### src/rtl/i2s_tx_serializer_if.sv
// i2s_tx_serializer_if: valid/ready handshake carrying one left/right sample pair
interface i2s_tx_serializer_if #(
    parameter int WORD_W = 32
);
    logic              in_valid;
    logic              in_ready;
    logic [WORD_W-1:0] ldata;
    logic [WORD_W-1:0] rdata;
    modport master (output in_valid, ldata, rdata, input in_ready);
    modport slave (input in_valid, ldata, rdata, output in_ready);
endinterface

### src/rtl/i2s_tx_serializer.sv
// i2s_tx_serializer: parallel L/R words to obick/olrck/osdata; I2S timing by default, left-justified with I2S_TX_LJ_FORMAT_EN
module i2s_tx_serializer #(
    parameter int BCK_DIV = 8,
    parameter int WORD_W  = 32
) (
    input  logic               pclk,
    input  logic               reset_n,
    i2s_tx_serializer_if.slave bus,
    output logic               obick,
    output logic               olrck,
    output logic               osdata,
    output logic               frame_start,
    output logic               underrun
);
    localparam int DW = $clog2(BCK_DIV);
    localparam int BW = $clog2(2 * WORD_W);

    logic [DW-1:0]       div_cnt;
    logic [BW-1:0]       bit_cnt, bit_nxt, pos;
    logic [WORD_W-1:0]   hold_l, hold_r, act_l, act_r, nxt_l, nxt_r;
    logic [2*WORD_W-1:0] frame;
    logic                hold_full, fall, load, xfer, wrap;

    assign bus.in_ready = !hold_full;

    // fall-event detection, frame load and the {L,R} bit position played in the new slot
    always_comb begin
        wrap    = div_cnt == DW'(BCK_DIV - 1);
        fall    = obick && wrap;
        bit_nxt = bit_cnt + BW'(1);
`ifdef I2S_TX_LJ_FORMAT_EN
        load    = fall && bit_nxt == '0;
        pos     = ~bit_nxt;
`else
        load    = fall && bit_nxt == BW'(1);
        pos     = -bit_nxt;
`endif
        xfer    = bus.in_valid && !hold_full;
        nxt_l   = load ? (hold_full ? hold_l : '0) : act_l;
        nxt_r   = load ? (hold_full ? hold_r : '0) : act_r;
        frame   = {nxt_l, nxt_r};
    end

    // bit clock divider and serial outputs; serial state moves only on obick falling edges
    always_ff @(posedge pclk or negedge reset_n) begin
        if (!reset_n) begin
            div_cnt     <= '0;
            obick       <= 1'b0;
            bit_cnt     <= '1;
            olrck       <= 1'b0;
            osdata      <= 1'b0;
            act_l       <= '0;
            act_r       <= '0;
            frame_start <= 1'b0;
            underrun    <= 1'b0;
        end else begin
            div_cnt     <= wrap ? '0 : div_cnt + DW'(1);
            obick       <= wrap ? !obick : obick;
            frame_start <= load;
            underrun    <= load && !hold_full;
            act_l       <= nxt_l;
            act_r       <= nxt_r;
            if (fall) begin
                bit_cnt <= bit_nxt;
                olrck   <= bit_nxt[BW-1];
                osdata  <= frame[pos];
            end
        end
    end

    // single-entry holding buffer; a load in the same cycle as a transfer still sees it empty
    always_ff @(posedge pclk or negedge reset_n) begin
        if (!reset_n) begin
            hold_full <= 1'b0;
            hold_l    <= '0;
            hold_r    <= '0;
        end else begin
            hold_full <= xfer ? 1'b1 : load ? 1'b0 : hold_full;
            if (xfer) begin
                hold_l <= bus.ldata;
                hold_r <= bus.rdata;
            end
        end
    end
endmodule

### src/flat_wrapper.sv
// flat-port wrapper written by rule: the top's interface ports become plain ports
module i2s_tx_serializer_flat 
#(
    parameter int BCK_DIV = 8,
    parameter int WORD_W  = 32
)
  (pclk, reset_n, obick, olrck, osdata, frame_start, underrun, bus_in_valid, bus_ldata, bus_rdata, bus_in_ready);
  i2s_tx_serializer_if #(.WORD_W(WORD_W)) bus_i ();
  input  logic pclk;
  input  logic reset_n;
  output logic obick;
  output logic olrck;
  output logic osdata;
  output logic frame_start;
  output logic underrun;
  input wire logic [$bits(bus_i.in_valid)-1:0] bus_in_valid;
  input wire logic [$bits(bus_i.ldata)-1:0] bus_ldata;
  input wire logic [$bits(bus_i.rdata)-1:0] bus_rdata;
  output wire logic [$bits(bus_i.in_ready)-1:0] bus_in_ready;
  assign bus_i.in_valid = bus_in_valid;
  assign bus_i.ldata = bus_ldata;
  assign bus_i.rdata = bus_rdata;
  assign bus_in_ready = bus_i.in_ready;
  i2s_tx_serializer #(.BCK_DIV(BCK_DIV), .WORD_W(WORD_W)) u_core (.pclk(pclk), .reset_n(reset_n), .bus(bus_i), .obick(obick), .olrck(olrck), .osdata(osdata), .frame_start(frame_start), .underrun(underrun));
endmodule
### config.mk
export PLATFORM = sky130hd
export DESIGN_NAME = i2s_tx_serializer_flat
export DESIGN_NICKNAME = d
export VERILOG_FILES = /design/src/rtl/i2s_tx_serializer_if.sv /design/src/rtl/i2s_tx_serializer.sv /design/src/flat_wrapper.sv
export SDC_FILE = /design/constraint.sdc
export NUM_CORES = 1
export LEC_CHECK = 0
export ABC_AREA = 1
export CORE_MARGIN = 2
export CORE_UTILIZATION = 55
export CTS_BUF_LIST = sky130_fd_sc_hd__clkbuf_4 sky130_fd_sc_hd__clkbuf_8
export DETAILED_ROUTE_END_ITERATION = 12
export PLACE_DENSITY = 0.83
export SLEW_MARGIN = 10
export SYNTH_ARGS = -nofsm -noshare
export SYNTH_HDL_FRONTEND = slang
export SYNTH_SLANG_ARGS = --single-unit
### constraint.sdc
create_clock -name pclk -period 5.92 [get_ports pclk]
set_input_delay 1.776 -clock pclk [delete_from_list [all_inputs] [get_ports pclk]]
set_output_delay 1.776 -clock pclk [all_outputs]
set_load 0.01 [all_outputs]
Word level (Yosys, flattened, before mapping)
Cells that the tools add are included.
{"block": "totals", "ff_bits": 143, "latch_bits": 0, "ram_bits": 0, "rom_bits": 0, "input_bits": 67, "output_inout_bits": 6, "word_cells": 34, "memories": 0}
{"block": "classes", "n_addsub": 3, "n_mul": 0, "div": 0, "magnitude_cmp": 1, "n_eq_ne": 2, "n_shift": 0, "mux": 9, "bitwise": 0, "reduce_logical": 7}
{"cell": "32-bit two-way mux", "n": 4}
{"cell": "6-bit by 7-bit < comparator with 1-bit output, second input constant", "n": 1}
{"cell": "6-bit by 1-bit adder with 6-bit output, second input constant", "n": 1}
{"cell": "1-bit binary-select mux with 6-bit select", "n": 1}
{"cell": "6-bit by 1-bit equality test with 1-bit output, second input constant", "n": 1}
{"cell": "6-bit negator", "n": 1}
{"cell": "1-bit logical AND", "n": 4}
{"cell": "3-bit by 1-bit adder with 3-bit output, second input constant", "n": 1}
{"cell": "3-bit equality test, second input constant", "n": 1}
{"cell": "1-bit two-way mux", "n": 3}
{"cell": "3-bit two-way mux", "n": 1}
{"cell": "1-bit logical NOT", "n": 2}
{"cell": "2-bit nonzero test", "n": 1}

Logic depth before layout (Yosys ltp)
{"block": "depth", "word_depth": 6, "ltp_mapped": 21, "mapped_depth_nobuf": 19}

Worst setup path before layout
Ideal clock, no wire load.
{"block": "synth_timing", "path_kind": "input to register", "startpoint": "in bus_in_valid", "endpoint": "reg u_core.hold_l[13]", "setup_time_ns": 0.125, "arrival_time_ns": 2.712, "required_time_ns": 5.795, "path_slack_ns": 3.083, "stages": 4, "path_cell_list": "nand2_1 > clkbuf_1 > buf_2 > mux2_2"}
{"block": "synth_via", "elab_chain_cells": 1}
{"element": "start, declared", "line": "flat_wrapper.sv:16", "source": "input wire logic [$bits(bus_i.in_valid)-1:0] bus_in_valid;"}
{"element": "1-bit logical AND", "line": "i2s_tx_serializer.sv:38", "source": "xfer = bus.in_valid && !hold_full;"}
{"element": "end signal, assigned", "line": "i2s_tx_serializer.sv:80", "source": "hold_l <= bus.ldata;"}
{"element": "end, declared", "line": "i2s_tx_serializer.sv:20", "source": "logic [WORD_W-1:0] hold_l, hold_r, act_l, act_r, nxt_l, nxt_r;"}
Every way passes these cells.
A chain may end at the register's enable or synchronous reset.

Worst setup path in the final report
{"block": "layout_timing", "startpoint": "reg u_core.bit_cnt[0]", "endpoint": "reg u_core.osdata"}
{"block": "layout_via", "elab_chain_cells": 6}
{"element": "start, declared", "line": "i2s_tx_serializer.sv:19", "source": "logic [BW-1:0] bit_cnt, bit_nxt, pos;"}
{"element": "start signal, assigned", "line": "i2s_tx_serializer.sv:64", "source": "bit_cnt <= bit_nxt;"}
{"element": "6-bit by 1-bit adder with 6-bit output *", "line": "i2s_tx_serializer.sv:30", "source": "bit_nxt = bit_cnt + BW'(1);"}
{"element": "parallel branches: the longest is 3 deep, another holds 6-bit negator"}
{"element": "1-bit binary-select mux with 6-bit select *", "line": "i2s_tx_serializer.sv:66", "source": "osdata <= frame[pos];"}
{"element": "1-bit two-way mux (implied by the code) *", "line": "i2s_tx_serializer.sv:66"}
{"element": "end signal, assigned", "line": "i2s_tx_serializer.sv:66"}
{"element": "end, declared", "line": "i2s_tx_serializer.sv:11", "source": "output logic osdata,"}
Mark *: on every way between the ends. The select of a mux whose other input is x is not followed.

==> results.md <==
- Status: completed
- Number of global-route vias before repair: 5331
- Min Clock Period, post-route: 4.160 ns
- Worst Max-Slew Pin Slew: 1.209 ns
- Vias: 5274
- Hold Buf Count CTS: 0
- Post-route ant nets: 0
- Syn. warnings: 0
- Clk_lat worst skew: 0.45 ns
- Power per standard cell area: 291.1 nW/um^2
- CTS tree: done
- Post-layout util: 0.6523
- CP Launch Type: flip-flop
- Port Buffers: 72
- Via density: 5.488
- Clock share of power: 0.318
- Final slew viol count: 0
- Syn_nets: 815
- Die X: 114.8 um
- Yosys top cell by area: dfrtp_1
- TritonRoute pass-1 iters: 6
- Critical path class: reg -> reg
- Yosys top cell area share: 0.5082
- Mapped Area: 6746 um^2
- CTS Buf Count: 17
- Initial DRC Count: 525
- Initial antenna violation count: 0
- Post-CTS Setup Inserts: 0
- Combinational power share: 0.138
- Die area: 13170 um^2
- Maxcap violations: 0
- Synth Flop Type: dfrtp_1
- Remaining DRCs: 0
- Initial Util: 0.5617
- Row Count: 40
- Worst path max stage delay: 0.79 ns
- Worst Path Buf+Inv: 2
- I/O pin count: 73
- Leakage: 4.028 nW
- Core area: 12010 um^2
- Unrepaired setup endpoints after global routing: no
- Final nets: 873
- CP max FO: 42
- Slew Limit Headroom: 0.1911
- Global Route Usage Sum: 0.2452
- Period utilisation layout: 0.7027
- Synth-to-Final Area Change: 16.13%
- Top delay family on crit path: simple AND/OR/NAND/NOR gates
- Final setup viols: 0
- Post-Layout Cell Count: 961
- Hold Vio Cnt, Final: 0
- Setup TNS: 0 ns
- Worst hold path class: reg -> reg
- Clk slew on worst S/H paths: 0.07 ns
- PostCTS Resize Cnt: 0
- Root Buffer: clkbuf_8
- Worst vdd ir: 222.2 uV
- CP cell instances: ha_1, nand3_1, nand2_1, nand2_1, nor2_2, buf_4, nand3_2, buf_4, o21ai_0, nor2_1, nor2_1, nand2_1, nand3_1, nand3_1, nand3_1, nand2_1, nand2_1, nand2_1
- Hold_ws: 0.4282 ns
- Gpl congestion: 0.9932
- Crit path top cell by count: nand2_1
- Psw: 0.5936 mW
- Hpwl dp: 10.12 mm
- Synthesized netlist cell count: 744
- Endpoint class of the critical path: flip-flop
- WL per Instance: 15.68 um
- Worst path slowest cell: dfstp_2
- WP data arrival: 4.50 ns
- Synthesized flop and latch total: 143
- Sequential group share of total power: 0.544
- Post-synth cell types: 28
- Internal Power: 1.687 mW
- N_diodes: 0
- Synthesized area per cell: 9.068 um^2
- Total power: 2.281 mW
- Ys async rst share: 1.000
- Clk sinks: 143
- Die Y: 114.8 um
- Bufs on Longest Clock Path: 2
- Post-synth EDFFs: 0
- Total gr overflow: 0
- Worst Skew: 0.01315 ns
- First-pass GRT wire length: 25.13 mm
- Largest net degree at the start of global routing: 99
- H-tree depth: 4
- Placed Cells: 930
- DRT Wirelength: 15.07 mm
- Max frequency: 0.2404 GHz
- Top post-synthesis cells by area: dfrtp_1 51%, nand2_1 13%, mux2_2 11%
- Switch share: 0.2603
- Crit path required time: 6.26 ns
- Sequential area share after synthesis: 0.5315
- Layout cells sized above 1: 0.1548
==> stage by stage <==
step                setup WS [ns]  area (um^2)
floorplan                   3.083         6746
global placement            2.067         7468
detailed placement          1.816         7468
CTS                         1.803         7835
global route                1.397         7835
finish                      1.760         7835
==> Yosys cell counts, types with 3 or more instances <==
cell,number
o21ai_1,13
and2_1,14
o21ai_0,11
nand3b_1,3
nand4_1,20
a21oi_1,6
dfstp_2,6
nor2_1,34
buf_6,7
o21ai_2,4
inv_1,63
nand3_1,85
ha_1,4
dfrtp_1,137
buf_2,20
nor2_2,3
nand2_1,225
inv_2,3
buf_4,3
mux2_2,64
clkbuf_1,8
xor2_1,3
==> cell families (layout without fill, tap and decap cells) <==
| kind of cell | count (synthesis) | count (layout) | synth area share |
|---|---|---|---|
| adder cells (fa/ha/maj) | 4 | 4 | 0.007419 |
| AND/OR/NAND/NOR | 387 | 387 | 0.2481 |
| AO/OA/AOI/OAI | 35 | 35 | 0.02856 |
| XOR/XNOR | 3 | 3 | 0.003895 |
| flip-flops | 143 | 143 | 0.5315 |
| buffers and inverters | 108 | 178 | 0.07363 |
| multiplexers | 64 | 64 | 0.1068 |
==> registers in the layout, indices dropped and copies added, names as in the netlist <==
signal              count
u_core.act_l           32
u_core.act_r           32
u_core.bit_cnt          6
u_core.div_cnt          3
u_core.frame_start      1
u_core.hold_full        1
u_core.hold_l          32
u_core.hold_r          32
u_core.obick            1
u_core.olrck            1
u_core.osdata           1
u_core.underrun         1
==> power groups by stage <==
stage	Combinational (mW)	Clock [mW]	Sequential, mW
finish	0.315	0.724	1.24
global route	0.351	0.777	1.26
CTS	0.322	0.734	1.24
detailed placement	0.318	0	1.26
global placement	0.301	0	1.25
floorplan	0.223	0	1.21
==> cells in the final DEF, fill, tap and decap left out, types with 4 or more instances in the layout <==
master / n
dfrtp_1: 136
dfstp_2: 6
buf_4: 6
o21ai_2: 4
ha_1: 4
nand2_1: 224
mux2_2: 64
clkinv_2: 6
and2_1: 14
inv_1: 63
nand4_1: 20
o21ai_1: 13
clkdlybuf4s50_1: 71
a21oi_1: 6
clkbuf_8: 19
nor2_2: 4
nor2_1: 33
nand3_1: 85
o21ai_0: 11
==> final cells by class <==
cell class              instances  area (um^2)
clock buffers                  21        276.5
clock inverters                10        90.09
fillers                       970         4177
inverters                      69        261.5
multi-input cells             493         2669
flip-flops and latches        143         3587
well taps                     147        183.9
repair buffers                 78        767.0
==> worst paths after layout <==
check                                              start                            end  slack, ns  depth (start not counted)
max in group asynchronous                        reset_n  u_core.hold_l[11]$_DFFE_PN0P_       3.36                          2
max reg2reg                u_core.bit_cnt[0]$_DFFE_PN1P_      u_core.osdata$_DFFE_PN0P_       1.76                         18
min in group asynchronous                        reset_n  u_core.hold_l[12]$_DFFE_PN0P_       1.42                          1
min                          u_core.div_cnt[0]$_DFF_PN0_    u_core.div_cnt[0]$_DFF_PN0_       0.43                          1
max                        u_core.bit_cnt[0]$_DFFE_PN1P_      u_core.osdata$_DFFE_PN0P_       1.76                         18
min reg2reg                  u_core.div_cnt[0]$_DFF_PN0_    u_core.div_cnt[0]$_DFF_PN0_       0.43                          1
==> worst reg2reg max path, stage by stage, from the launching register on <==
cell and delay, ns:
dfstp_2 0.79, ha_1 0.34, nand3_1 0.11, nand2_1 0.08, nand2_1 0.10, nor2_2 0.09
buf_4 0.40, nand3_2 0.75, buf_4 0.50, o21ai_0 0.30, nor2_1 0.09, nor2_1 0.10
nand2_1 0.05, nand3_1 0.08, nand3_1 0.08, nand3_1 0.07, nand2_1 0.05, nand2_1 0.05
nand2_1 0.05
==> metal layers <==
layer / part of all wire / global-route usage / up-vias
li1: - / - / 2502
met1: 0.43 / 0.3242 / 2533
met5: 0 / 0 / -
met3: 0.061 / 0.05640 / 35
met4: 0.020 / 0.08112 / 0
met2: 0.49 / 0.4047 / 204
Power figures use the tool's default switching activity.
